`src/rtl/frame_capture_ctrl.sv`:
```
// frame_capture_ctrl: arms on request, writes one video frame into a frame buffer; CAPTURE_DECIMATE_EN enables 2x decimation
module frame_capture_ctrl #(
  parameter int HCOUNT_WIDTH = 9,
  parameter int VCOUNT_WIDTH = 8,
  parameter int H_ACTIVE = 320,
  parameter int V_ACTIVE = 240,
  parameter int ADDR_WIDTH = 17
) (
  input  logic                    clk_in,
  input  logic                    rst_in,
  input  logic                    arm_in,
  input  logic                    continuous_in,
  input  logic                    abort_in,
  input  logic                    pixel_valid_in,
  input  logic [HCOUNT_WIDTH-1:0] pixel_hcount_in,
  input  logic [VCOUNT_WIDTH-1:0] pixel_vcount_in,
  input  logic [15:0]             pixel_data_in,
  output logic                    bram_we_out,
  output logic [ADDR_WIDTH-1:0]   bram_addr_out,
  output logic [15:0]             bram_data_out,
  output logic                    busy_out,
  output logic                    frame_done_out,
  output logic [7:0]              frame_count_out,
  output logic                    error_out
);
  typedef enum logic [1:0] {IDLE, ARMED, CAPTURE, DONE} state_t;
`ifdef CAPTURE_DECIMATE_EN
  localparam int S = 1;
`else
  localparam int S = 0;
`endif
  localparam int W = H_ACTIVE >> S;
  // last accepted coordinate: largest on-grid value inside the window
  localparam int LH = ((H_ACTIVE - 1) >> S) << S;
  localparam int LV = ((V_ACTIVE - 1) >> S) << S;
  state_t state, state_n;
  logic fs, keep, accept, last, restart;
  logic [ADDR_WIDTH-1:0] addr;
  always_comb begin
    fs = pixel_valid_in && pixel_hcount_in == '0 && pixel_vcount_in == '0;
    keep = 32'(pixel_hcount_in) < H_ACTIVE && 32'(pixel_vcount_in) < V_ACTIVE &&
           (S == 0 || (!pixel_hcount_in[0] && !pixel_vcount_in[0]));
    accept = pixel_valid_in && keep && !abort_in && (state == CAPTURE || (state == ARMED && fs));
    last = accept && 32'(pixel_hcount_in) == LH && 32'(pixel_vcount_in) == LV;
    restart = state == CAPTURE && fs && !abort_in;
    addr = ADDR_WIDTH'(32'(pixel_vcount_in >> S) * W + 32'(pixel_hcount_in >> S));
    state_n = abort_in ? IDLE :
              state == IDLE ? ((arm_in || continuous_in) ? ARMED : IDLE) :
              state == ARMED ? (accept ? (last ? DONE : CAPTURE) : ARMED) :
              state == CAPTURE ? (last ? DONE : CAPTURE) :
              (continuous_in ? ARMED : IDLE);
  end
  assign busy_out = state == ARMED || state == CAPTURE;
  assign frame_done_out = state == DONE;
  always_ff @(posedge clk_in or posedge rst_in)
    if (rst_in) begin
      state <= IDLE;
      bram_we_out <= 1'b0;
      bram_addr_out <= '0;
      bram_data_out <= '0;
      frame_count_out <= '0;
      error_out <= 1'b0;
    end else begin
      state <= state_n;
      bram_we_out <= accept;
      if (accept) begin
        bram_addr_out <= addr;
        bram_data_out <= pixel_data_in;
      end
      if (state == DONE) frame_count_out <= frame_count_out + 8'd1;
      if (restart) error_out <= 1'b1;
    end
endmodule

```
`config.mk`:
```
export PLATFORM = sky130hd
export DESIGN_NAME = frame_capture_ctrl
export DESIGN_NICKNAME = d
export VERILOG_FILES = /design/src/rtl/frame_capture_ctrl.sv
export SDC_FILE = /design/constraint.sdc
export NUM_CORES = 1
export LEC_CHECK = 0
export ABC_AREA = 1
export CAP_MARGIN = 10
export CORE_ASPECT_RATIO = 0.5
export CORE_MARGIN = 2
export CORE_UTILIZATION = 35
export CTS_CLUSTER_DIAMETER = 100
export CTS_CLUSTER_SIZE = 16
export DETAILED_ROUTE_END_ITERATION = 6
export SLEW_MARGIN = 20
export SYNTH_ARGS = -nofsm -noshare
export SYNTH_HDL_FRONTEND = slang
export SYNTH_SLANG_ARGS = --single-unit
```
`constraint.sdc`:
```
create_clock -name clk_in -period 1.7 [get_ports clk_in]
set_input_delay 0.17 -clock clk_in [delete_from_list [all_inputs] [get_ports clk_in]]
set_output_delay 0.17 -clock clk_in [all_outputs]
set_load 0.1 [all_outputs]
```
==> summary.txt, run 1 <==
Route
  • Antenna-violating nets left: 0
  • WL met3: between 150 and 200 um
  • Starting DRT DRC Count: between 80 and 90
  • Drt drc: 0
  • Vias: between 2000 and 2500
  • Pre-antenna DRT Iters: 4
  • Metal-1 WL: between 3000 and 4000 um
  • Met2 WL: 3580 um
  • Routed WL: a little under 7000 um
  • DR vias/cell: 4.54
  • Routed WL per cell: around 13 um
  • DR top layer: met4

Critical path
  • Crit-path slowest cell: fa_2
  • Crit. Startpoint: pixel_vcount_in[3]
  • Crit path arrival time: roughly 2000 ps
  • Crit path largest cell delay: ~540 ps
  • CP Depth: 13
  • Startpoint types: input port
  • WP buf/inv: 3
  • Reg2reg start: state[1]
  • Crit Path Max Fanout: 3
  • CP Data Required Time: approximately 1900 ps
  • Critical path class: in -> reg
  • Cell family with most CP delay: adder cells
  • Worst Setup End Kind: flip-flop
  • Crit path cell chain: buf_6 > ha_4 > ha_4 > fa_2 > buf_4 > buf_6 > nand2_4 > nor2_4 > nand2_2 > nor2_4 > nand2_1 > nand2_1 > o21ai_1
  • Worst r2r path cells: 6

Cells and area
  • Core Util, Final: between 50 and 60%
  • Multi-input combinational cell area: approximately 0.0015 mm2
  • Share of layout cells above drive strength 1: roughly a third
  • Area Overhead vs Synth: 67.7%
  • Antenna diodes: 0
  • Seq. cell area: roughly 0.0011 mm2
  • # fillers: 644
  • Design area: roughly 0.0044 mm2
  • Fin nets: 511

Die
  • Die Width: ~130 um
  • # IOs: 84
  • Core area: roughly 0.0073 mm2
  • Die ar.: ~0.0082 mm2
  • Initial core utilization: between 30% and 40%
  • FP Rows: 22
  • Die Y: 64.9 um

Timing
  • Worst Tran Pin Value: 407 ps
  • Max Freq: ~0.55 GHz
  • RSZ-0062 raised after global routing: yes
  • Post-layout min period: around 1800 ps
  • Finish-stage setup viols: 4
  • Final setup margin: -107 ps
  • Slew margin rel.: 72.8%
  • Final worst-path cycle share: 106%
  • Fin. max-slew vios: 0
  • Fin. Hold Viols: 0
  • Clock skew: ~6.5 ps

Yosys
  • Post-synth EDFFs: 0
  • Count leader, synth: nand2_1
  • Largest area contributor in the netlist: dfrtp_1
  • Cells after Synth: approximately 320
  • Main synth FF type: dfrtp_1
  • Yosys cell types: 32
  • Mapped cell area: around 0.0026 mm2
  • Ys async rst share: 100%
  • Most frequent cells after synthesis: 120 x nand2_1, 45 x dfrtp_1, 33 x inv_1, 20 x ha_1, 20 x nor2_1
  • Syn Area/Cell: 8.09 um2
  • Area share of the largest cell type after synthesis: between 40% and 50%
  • Post-synthesis register bit count: 45
  • Syn_nets: approximately 380
  • Register area share after synthesis: 43.4%
  • Yosys warnings: 0
  • Largest cells by area after synthesis: dfrtp_1 43%, nand2_1 17%, ha_1 9.6%, inv_1 4.8%, nor2_1 2.9%

Power and ir drop
  • Sw frac: 53.5%
  • Peak supply drop: roughly 0.73 mV
  • NetSw: between 3000 and 4000 uW
  • Int Power: around 3100 uW
  • Reg power frac: about a quarter
  • Total power: between 6000 and 7000 uW
  • Leakage: about 0.0022 uW
  • Comb pwr share: approximately three fifths
  • PD cells: 1510 mW/mm2
  • Clock power share: 15.2%

Global route
  • Initial antenna violation count: 0
  • Largest net degree at the start of global routing: 46
  • Total track usage: between 15 and 20%
  • First-pass GRT wire length: 11200 um
  • Vias in the first global route: ~2400
  • Grt total ovfl: 0

Outcome
  • Status: finished with violations
  • Failing checks: negative setup slack

Hold path
  • Type of the tightest min-delay check: in -> async

Clocking
  • CTS clk-pin slew, worst paths: 60 ps
  • CTS root buf: clkbuf_16
  • Total CTS buffers: 5
  • Worst skew pair latency: around 290 ps
  • CTS H-Tree Depth: 2
  • # clock sinks: 45
  • CTS tree: done
  • CTS Buffer Depth: 2

Place
  • IO Port Bufs: between 80 and 90
  • Placer Congestion: roughly 0.76
  • Placed Instance Area: slightly below 0.004 mm2
  • Post-DP HPWL: between 5000 and 6000 um

Flow run
  • Maxcap violations: 0
-- cells by family after synthesis --
kind of cell	after synthesis	share of synthesized area, %
simple gates	176	29.3
fa+ha+maj	22	11.2
flops	45	43.4
compound gates	26	5.78
buf+inv	42	7.03
xor+xnor	10	3.37
-- sequential cells by signal, summed over array words and instances (netlist names) --
register,flops
bram_addr_out,17
bram_data_out,16
frame_count_out,8
state,2
bram_we_out,1
error_out,1
-- layout by cell type, fill, tap and decap left out, types with 10 or more instances in the layout --
cell / count
buf_12: 19
inv_1: 32
dfrtp_1: 40
buf_4: 69
ha_4: 12
nand3_1: 13
clkdlybuf4s50_1: 27
nand2_1: 116
o21ai_1: 10
nor2_1: 18
-- per-layer routing --
| layer | vias to the layer above | global-route usage (%) |
|---|---|---|
| li1 | 1269 | - |
| met1 | 1181 | 21.4 |
| met2 | 31 | 31.0 |
| met3 | 5 | 2.73 |
| met4 | 0 | 4.53 |
| met5 | - | 0 |
-- path summary, 6_finish.rpt --
path | to | slack, ps
setup / recovery | bram_addr_out[14] | -110
hold / removal | bram_data_out[5] | 230
setup reg to reg | frame_count_out[7] | 150
hold reg to reg | bram_data_out[5] | 480
max in group asynchronous | frame_count_out[2] | 1230
min in group clk_in | bram_addr_out[6] | 350
-- through the flow --
step,hold WS [ps],instances,setup slack (ps),setup TNS (ps)
floorplan,280,321,-266,-564
global placement,464,531,-829,-11800
detailed placement,467,531,-895,-12810
CTS,251,544,-91.7,-175
global route,302,547,-204,-723
finish,234,547,-107,-356
-- tightest hold or removal path, stage by stage --
cell and delay (ps):
clkdlybuf4s50_1 410, inv_2 70, buf_12 240
-- power by group through the flow --
stage / registers [uW] / logic (uW) / clock network [uW]
after floorplan: 3720 / 607 / 0
after global placement: 1630 / 3810 / 0
after detailed placement: 1640 / 3840 / 0
after CTS: 1620 / 3910 / 1010
after global routing: 1660 / 4100 / 1060
final: 1620 / 3940 / 997
-- what timing repair did --
action,CTS,global route
resized for setup,42,20
pin swaps,17,10
hold buffers,0,0
buffers inserted,5,3
endpoints found under the hold margin,0,0
setup endpoints to repair,14,34
-- layout make-up --
type | count | share of cell area [%]
clock inverter | 1 | 0.172
tap | 96 | 2.76
multi-input combinational | 234 | 34.6
inverter | 36 | 3.39
timing repair buffer | 128 | 29.8
sequential | 45 | 26.0
clock buffer | 7 | 3.27
Note: power is estimated with default switching activity, not from simulation.
==> run 2, diff against run 1 <==
--- a/config.mk
+++ b/config.mk
@@ -11,7 +11,6 @@
 export CORE_MARGIN = 2
 export CORE_UTILIZATION = 35
 export CTS_CLUSTER_DIAMETER = 100
-export CTS_CLUSTER_SIZE = 16
 export DETAILED_ROUTE_END_ITERATION = 6
 export SLEW_MARGIN = 20
 export SYNTH_ARGS = -nofsm -noshare
==> results of run 2 <==
Same layout as run 1: the final DEF is identical, and so are final timing and power.
